**config.mk**
```make
export PLATFORM = sky130hd
export DESIGN_NAME = bus_io_unit
export DESIGN_NICKNAME = d
export VERILOG_FILES = /design/src/rtl/bus_io_unit.sv
export SDC_FILE = /design/constraint.sdc
export NUM_CORES = 2
export LEC_CHECK = 0
export ABC_CLOCK_PERIOD_IN_PS = 4700
export BUFFER_PORTS_ARGS = -buffer_cell sky130_fd_sc_hd__clkbuf_2
export CAP_MARGIN = 30
export CORE_UTILIZATION = 40
export DETAILED_ROUTE_END_ITERATION = 8
export HOLD_SLACK_MARGIN = 0.06
export PLACE_DENSITY = 0.54
export REMOVE_ABC_BUFFERS = 1
export SETUP_SLACK_MARGIN = 0.5
export SLEW_MARGIN = 20
export SYNTH_ARGS = -nofsm -noshare
export SYNTH_HDL_FRONTEND = slang
export SYNTH_MEMORY_MAX_BITS = 65536
export SYNTH_SLANG_ARGS = --single-unit
```
**constraint.sdc**
```tcl
create_clock -name Clock -period 4.7 [get_ports Clock]
set_input_delay 0.47 -clock Clock [delete_from_list [all_inputs] [get_ports Clock]]
set_output_delay 0.47 -clock Clock [all_outputs]
set_load 0.01 [all_outputs]
```
**src/rtl/bus_io_unit.sv**
```systemverilog
`default_nettype none
// ============================================================================
// Module      : bus_io_unit
// Description : Memory-mapped I/O for a small processor: word RAM, LED
//               register, synchronized switches and an output FIFO.
// Revision    : 1.0 - initial release
// ============================================================================
module bus_io_unit #(
    parameter int RAM_AW     = 8,
    parameter int FIFO_DEPTH = 4
) (
    input  logic        Clock,
    input  logic        Resetn,
    input  logic [15:0] ADDR,
    input  logic [15:0] DOUT,
    input  logic        W,
    output logic [15:0] DIN,
    input  logic [9:0]  SW,
    output logic [9:0]  LEDR,
    output logic [15:0] out_data,
    output logic        out_valid,
    input  logic        out_ready
);

    localparam int PTR_W     = (FIFO_DEPTH > 1) ? $clog2(FIFO_DEPTH) : 1;
    localparam int CNT_W     = PTR_W + 1;
    localparam int RAM_WORDS = 1 << RAM_AW;

    localparam logic [3:0] PAGE_RAM  = 4'h0;
    localparam logic [3:0] PAGE_LED  = 4'h1;
    localparam logic [3:0] PAGE_SW   = 4'h3;
    localparam logic [3:0] PAGE_FIFO = 4'h5;

    localparam logic [CNT_W-1:0] FULL_COUNT = CNT_W'(FIFO_DEPTH);

    // Storage
    logic [15:0]       ram_q  [RAM_WORDS];
    logic [15:0]       fifo_q [FIFO_DEPTH];

    // State
    logic [15:0]       din_q,     din_d;
    logic [9:0]        ledr_q,    ledr_d;
    logic [9:0]        sw_meta_q;
    logic [9:0]        sw_sync_q;
    logic [PTR_W-1:0]  wr_ptr_q,  wr_ptr_d;
    logic [PTR_W-1:0]  rd_ptr_q,  rd_ptr_d;
    logic [CNT_W-1:0]  count_q,   count_d;
    logic              ovf_q,     ovf_d;

    // Decode
    logic [3:0]        page;
    logic [RAM_AW-1:0] ram_idx;
    logic              sel_ram, sel_led, sel_sw, sel_fdata, sel_fstat;
    logic              push_req, pop, full, push_ok;
    logic [15:0]       status;
    logic              unused_addr;

    assign page      = ADDR[15:12];
    assign ram_idx   = ADDR[RAM_AW-1:0];
    assign sel_ram   = (page == PAGE_RAM);
    assign sel_led   = (page == PAGE_LED);
    assign sel_sw    = (page == PAGE_SW);
    assign sel_fdata = (page == PAGE_FIFO) && !ADDR[0];
    assign sel_fstat = (page == PAGE_FIFO) &&  ADDR[0];
    assign unused_addr = ^ADDR[11:1];

    assign out_valid = (count_q != '0);
    assign out_data  = fifo_q[rd_ptr_q];
    assign full      = (count_q == FULL_COUNT);
    assign push_req  = W && sel_fdata;
    assign pop       = out_valid && out_ready;
    // A pop in the same cycle frees the slot, so a push to a full FIFO is kept.
    assign push_ok   = push_req && (!full || pop);
    assign status    = {ovf_q, 15'(count_q)};

    assign DIN  = din_q;
    assign LEDR = ledr_q;

    always_comb begin
        ledr_d   = ledr_q;
        wr_ptr_d = wr_ptr_q;
        rd_ptr_d = rd_ptr_q;
        count_d  = count_q;
        ovf_d    = ovf_q;
        din_d    = 16'h0000;

        if (W && sel_led)
            ledr_d = DOUT[9:0];

        if (push_ok)
            wr_ptr_d = wr_ptr_q + PTR_W'(1);
        if (pop)
            rd_ptr_d = rd_ptr_q + PTR_W'(1);
        if (push_ok && !pop)
            count_d = count_q + CNT_W'(1);
        else if (pop && !push_ok)
            count_d = count_q - CNT_W'(1);

        // Set has priority over a coinciding status-write clear.
        if (W && sel_fstat)
            ovf_d = 1'b0;
        if (push_req && !push_ok)
            ovf_d = 1'b1;

        if (sel_ram)
            din_d = ram_q[ram_idx];
        else if (sel_led)
            din_d = {6'b0, ledr_q};
        else if (sel_sw)
            din_d = {6'b0, sw_sync_q};
        else if (sel_fstat)
            din_d = status;
    end

    // RAM keeps its contents across reset; the read mux sees the old word.
    always_ff @(posedge Clock) begin
        if (W && sel_ram)
            ram_q[ram_idx] <= DOUT;
    end

    always_ff @(posedge Clock) begin
        if (push_ok)
            fifo_q[wr_ptr_q] <= DOUT;
    end

    always_ff @(posedge Clock) begin
        if (!Resetn) begin
            din_q     <= 16'h0000;
            ledr_q    <= 10'h000;
            sw_meta_q <= 10'h000;
            sw_sync_q <= 10'h000;
            wr_ptr_q  <= '0;
            rd_ptr_q  <= '0;
            count_q   <= '0;
            ovf_q     <= 1'b0;
        end else begin
            din_q     <= din_d;
            ledr_q    <= ledr_d;
            sw_meta_q <= SW;
            sw_sync_q <= sw_meta_q;
            wr_ptr_q  <= wr_ptr_d;
            rd_ptr_q  <= rd_ptr_d;
            count_q   <= count_d;
            ovf_q     <= ovf_d;
        end
    end

endmodule
`default_nettype wire

```
Word-level counts from Yosys, hierarchy flattened
Memory sizes are Yosys's and may differ from the RTL's. A register that Yosys moved wholly into a read port is not among the register bits.
Index checks and enable logic that the tools add are counted.
Widths: inputs -> output; s select.
- output and inout bits: 43
- input bits: 46
- word-level logic and storage cells: 52
- latch bits: 0
- RAM bits: 4160
- memories kept: 2
- ROM bits: 0
- register bits: 54
- memory list (name ; depth ; bits a word ; read ports ; clocked after memory_dff ; wr ports ; line ; source):
    ram_q ; 256 ; 16 ; 1 ; 0 ; 1 ; 37 ; logic [15:0] ram_q [RAM_WORDS];
    fifo_q ; 4 ; 16 ; 1 ; 1 ; 1 ; 38 ; logic [15:0] fifo_q [FIFO_DEPTH];
- order comparisons: 0
- $add $sub $neg: 4
- shift-type cells: 0
- multiplexer cells: 14
- bitwise gates (word level): 0
- reductions and logical operators: 20
- equality and inequality tests: 4
- divide/modulo/power cells: 0
- multiply operators: 0
- operator list (operator ; number):
    $mux 16 ; 4
    $logic_and 1x1->1 ; 11
    $mux 1 ; 6
    $mux 3 ; 2
    $add 2x1->2 const B ; 2
    $eq 4x1->1 const B ; 1
    $eq 4x2->1 const B ; 1
    $eq 4x3->1 const B ; 1
    $logic_not 1->1 ; 4
    $logic_not 4->1 ; 1
    $mux 2 ; 2
    $reduce_bool 2->1 ; 2
    $add 3x1->3 const B ; 1
    $eq 3x3->1 const B ; 1
    $reduce_bool 3->1 ; 1
    $sub 3x1->3 const B ; 1
    $logic_or 1x1->1 ; 1

Logic depth before layout (Yosys ltp)
- depth after elaboration: 8
- depth in mapped cells: 15
- gate-level depth less buffers: 10

Least setup slack after synthesis
Ideal clock, no wire load.
- kind: input-to-reg
- from: input port ADDR[0]
- to: memory ram_q[218][0], enable pin
- arrival time: 3.087 ns
- setup time: 0.389 ns
- cell stages on the path: 11
- path buffers: 8
- data required time: 4.311 ns
- setup slack: 1.225 ns
- cells stage by stage: buf_6 buf_6 buf_4 buf_4 buf_4 buf_4 buf_4 nor3b_1 nand2_1 buf_2 nor2_1
- RTL lines (item ; line ; source):
    from (decl) ; 14 ; input logic [15:0] ADDR,
    to (decl) ; 37 ;
Straight into the memory's write port.

Worst setup path in the final report
- from: input port ADDR[15]
- to: memory ram_q[70][5], enable pin
- cells in the longest elaborated chain, start to end: 4
- RTL lines (item ; line ; source):
    $logic_not 4->1 ; 60 ; assign sel_ram = (page == PAGE_RAM);
    $logic_and 1x1->1 ; 117 ; if (W && sel_ram)
    $mux 1 ; 117 ;
    $mux 1 (implied by the code) ; 118 ; ram_q[ram_idx] <= DOUT;
No other way between the ends.

==> results.py <==
metrics = {
    "setup_path": {
        "crit_path_start_kind": "input port",
        "critPathArrivalTime_ps": 4340,
        "rr_worst_depth": 7,
        "required_ps": 5350,
        "crit_type": "in2reg",
        "path_max_fanout": 10,
        "r2r_start": "ram_q[151][9]",
        "cp-end-kind": "flip-flop",
        "r2r_slack_ps": 1420,
        "timing.critical_path.from": "ADDR[15]",
        "reg2reg_to": "DIN[9]",
    },
    "floorplan": {
        "core_area_um2": 400300,
        "dieArea_um2": 405700,
        "dieWidth_um": 636.9,
        "die_height_um": 636.9,
        "rows": 232,
        "ioPinCount": 89,
        "start_util": 0.4028,
    },
    "yosys": {
        "ys.flop_type": "edfxtp_1",
        "synthTopCellsByArea": "edfxtp_1 77%, mux4_2 15%, mux2i_1 1.7%",
        "synth_top_cell_by_area": "edfxtp_1",
        "ys_warn_count": 0,
        "ys_seq_area_frac": 0.7816,
        "synthCells": 7128,
        "ys_ff_latch": 4216,
        "synth_area_um2": 161300,
        "synth-edff-count": 4160,
        "synth_area_per_cell_um2": 22.62,
        "synth_top_area_frac": 0.7747,
        "async_flop_share": 0,
        "yosysUniqueCellTypes": 62,
    },
    "routing": {
        "drt-initial-drc-count": 10446,
        "wl_per_cell_um": 34.53,
        "detail-route-antenna-nets": 0,
        "drt-total-wl_um": 467700,
        "vias": 79752,
        "wl_met3_um": 36240,
        "topRoutingLayerUsed": "met5",
        "dr_wl_met2_um": 216800,
        "drc_errors": 0,
        "routedLengthMet1_um": 196500,
        "avgViaCountPerCell": 5.887,
        "drt-pass1-iter-count": 6,
    },
    "cts": {
        "numCtsBuffers": 433,
        "clockRootBuffer": "clkbuf_16",
        "clkSinkCount": 4216,
        "cts_tree": "done",
        "clockBufferDepth": 4,
        "clkTransAtPathRegs_ps": 60,
        "cts_max_level": 5,
        "insertion_delay_ps": 990,
    },
    "run": {
        "cap_violations": 0,
    },
    "sta": {
        "fmax_mhz": 270.9,
        "finalSetupViolCount": 0,
        "drv_slew": 0,
        "layout_min_cycle_time_ps": 3692,
        "period_share": 0.7855,
        "skew_ps": 55.59,
        "rsz0062_at_grt": "false",
        "relSlewSlack": 0.1494,
        "worstMarginPinSlew_ps": 1276,
        "hold_violations": 0,
    },
    "final_layout": {
        "syn2layout_area_growth_pct": 15.70,
        "layout_common_cells": "4160 x edfxtp_1, 1044 x mux4_2, 583 x buf_4",
        "layout_commonest_cell": "edfxtp_1",
        "final_cells": 13546,
        "final_nets": 7969,
        "layout-drive-gt1-share": 0.3120,
        "post-route-util": 0.4661,
    },
    "grt": {
        "grt_usage": 0.2276,
        "grt_pass1_wl_um": 646200,
        "antenna_found_initial": 30,
        "grt_pass1_vias": 79577,
        "overflow": 0,
        "grt_max_degree": 165,
    },
    "power_and_ir_drop": {
        "max-vdd-ir-drop_mv": 0.3267,
        "power_leakage_nw": 58.88,
        "p_per_area_nw_per_um2": 423.9,
    },
    "place": {
        "hpwl_um": 286200,
        "place_congestion": 0.8757,
        "place_inst": 12718,
        "portBuffers": 84,
    },
    "min_path": {
        "min_from": "DOUT[2]",
        "hold_end": "ram_q[17][2]",
        "worstHoldPathCells": 1,
        "hp-class": "in2reg",
    },
    "status": {
        "status": "completed",
    },
}
==> report_power, final <==
group	leakage [nW]	switching, mW	internal [mW]
Clock	6.74	14.4	19.1
Sequential	37.8	0.0818	41.3
Combinational	14.3	2.73	1.49
Total	58.9	17.2	61.9
==> flip-flops by register name, indices dropped and copies added (netlist names), named ones only <==
name / count
rd_ptr_q: 2
sw_meta_q: 10
LEDR: 10
wr_ptr_q: 2
ram_q: 4096
count_q: 3
DIN: 16
sw_sync_q: 10
fifo_q: 64
ovf_q: 1
==> synth_stat cells (all sizes together), types with 22 or more instances <==
library cell  count
mux4           1044
a22oi           199
and2             34
a21oi           113
o21ai            22
o22ai            63
edfxtp         4160
a22o             39
nor2            328
a221oi           26
nand2            90
mux2i           272
clkbuf          143
buf             268
nand3            49
dfxtp            56
==> metal layers <==
layer / vias up / track usage
met2: 3372 / 0.3519
met5: - / 0
met3: 673 / 0.04049
met4: 8 / 0.08031
li1: 31935 / -
met1: 43764 / 0.3265
==> logic make-up (layout without fill, tap and decap cells) <==
kind of cell             count (synthesis)  count (layout)  share of synthesized area
flip-flops                            4216            4216                     0.7816
adder cells (fa/ha/maj)                  6               6                  0.0005121
multiplexers                          1336            1336                     0.1641
AO/OA/AOI/OAI                          535             535                    0.02323
XOR/XNOR                                 5               5                  0.0002716
other                                    0               9                          0
AND/OR/NAND/NOR                        606             606                    0.01675
buffers and inverters                  424            1568                    0.01351
==> metrics by stage <==
| step | hold WS, ps | total power, mW | worst slack [ps] | instance area, µm² | TNS (ps) |
|---|---|---|---|---|---|
| global placement | 424.2 | 46.36 | 571.5 | 172500 | 0 |
| finish | 82.22 | 79.10 | 1008 | 186600 | 0 |
| global route | 85.58 | 81.22 | 1116 | 186600 | 0 |
| detailed placement | 422.2 | 46.44 | 540.6 | 172600 | 0 |
| floorplan | 411.8 | 43.74 | -1094 | 159100 | -2582010 |
| CTS | 66.83 | 79.69 | 1137 | 186500 | 0 |
==> critical path: stages <==
cell	delay (ps)
dlygate4sd3_1	550
clkbuf_2	160
nor4_2	620
buf_4	410
nand2_1	140
nor3b_1	220
buf_4	190
nand2_2	570
nor2_2	640
buf_4	320
==> area by class of cell <==
type | count | area, µm²
sequential | 4216 | 126000
tap | 5265 | 6588
multi-input combinational | 2488 | 33490
clock buffer | 528 | 11340
timing repair buffer | 765 | 6711
inverter | 13 | 48.80
antenna | 9 | 22.52
fill | 32917 | 213700
clock inverter | 262 | 2338
==> worst max path at each step <==
| stage | depth (start not counted) | slack [ps] | end |
|---|---|---|---|
| CTS | 10 | 1140 | ram_q[70][5] |
| global placement | 9 | 570 | DIN[5] |
| detailed placement | 9 | 540 | DIN[5] |
| finish | 10 | 1010 | ram_q[70][5] |
| floorplan | 3 | -1090 | ram_q[164][0] |
| global route | 11 | 1120 | ram_q[86][0] |
==> what timing repair did <==
action	in CTS	in global routing
setup buffers	0	0
resized for setup	0	0
hold buffers	24	2
endpoints found under the hold margin	389	26
No activity file was read; power rests on OpenSTA's default activity.
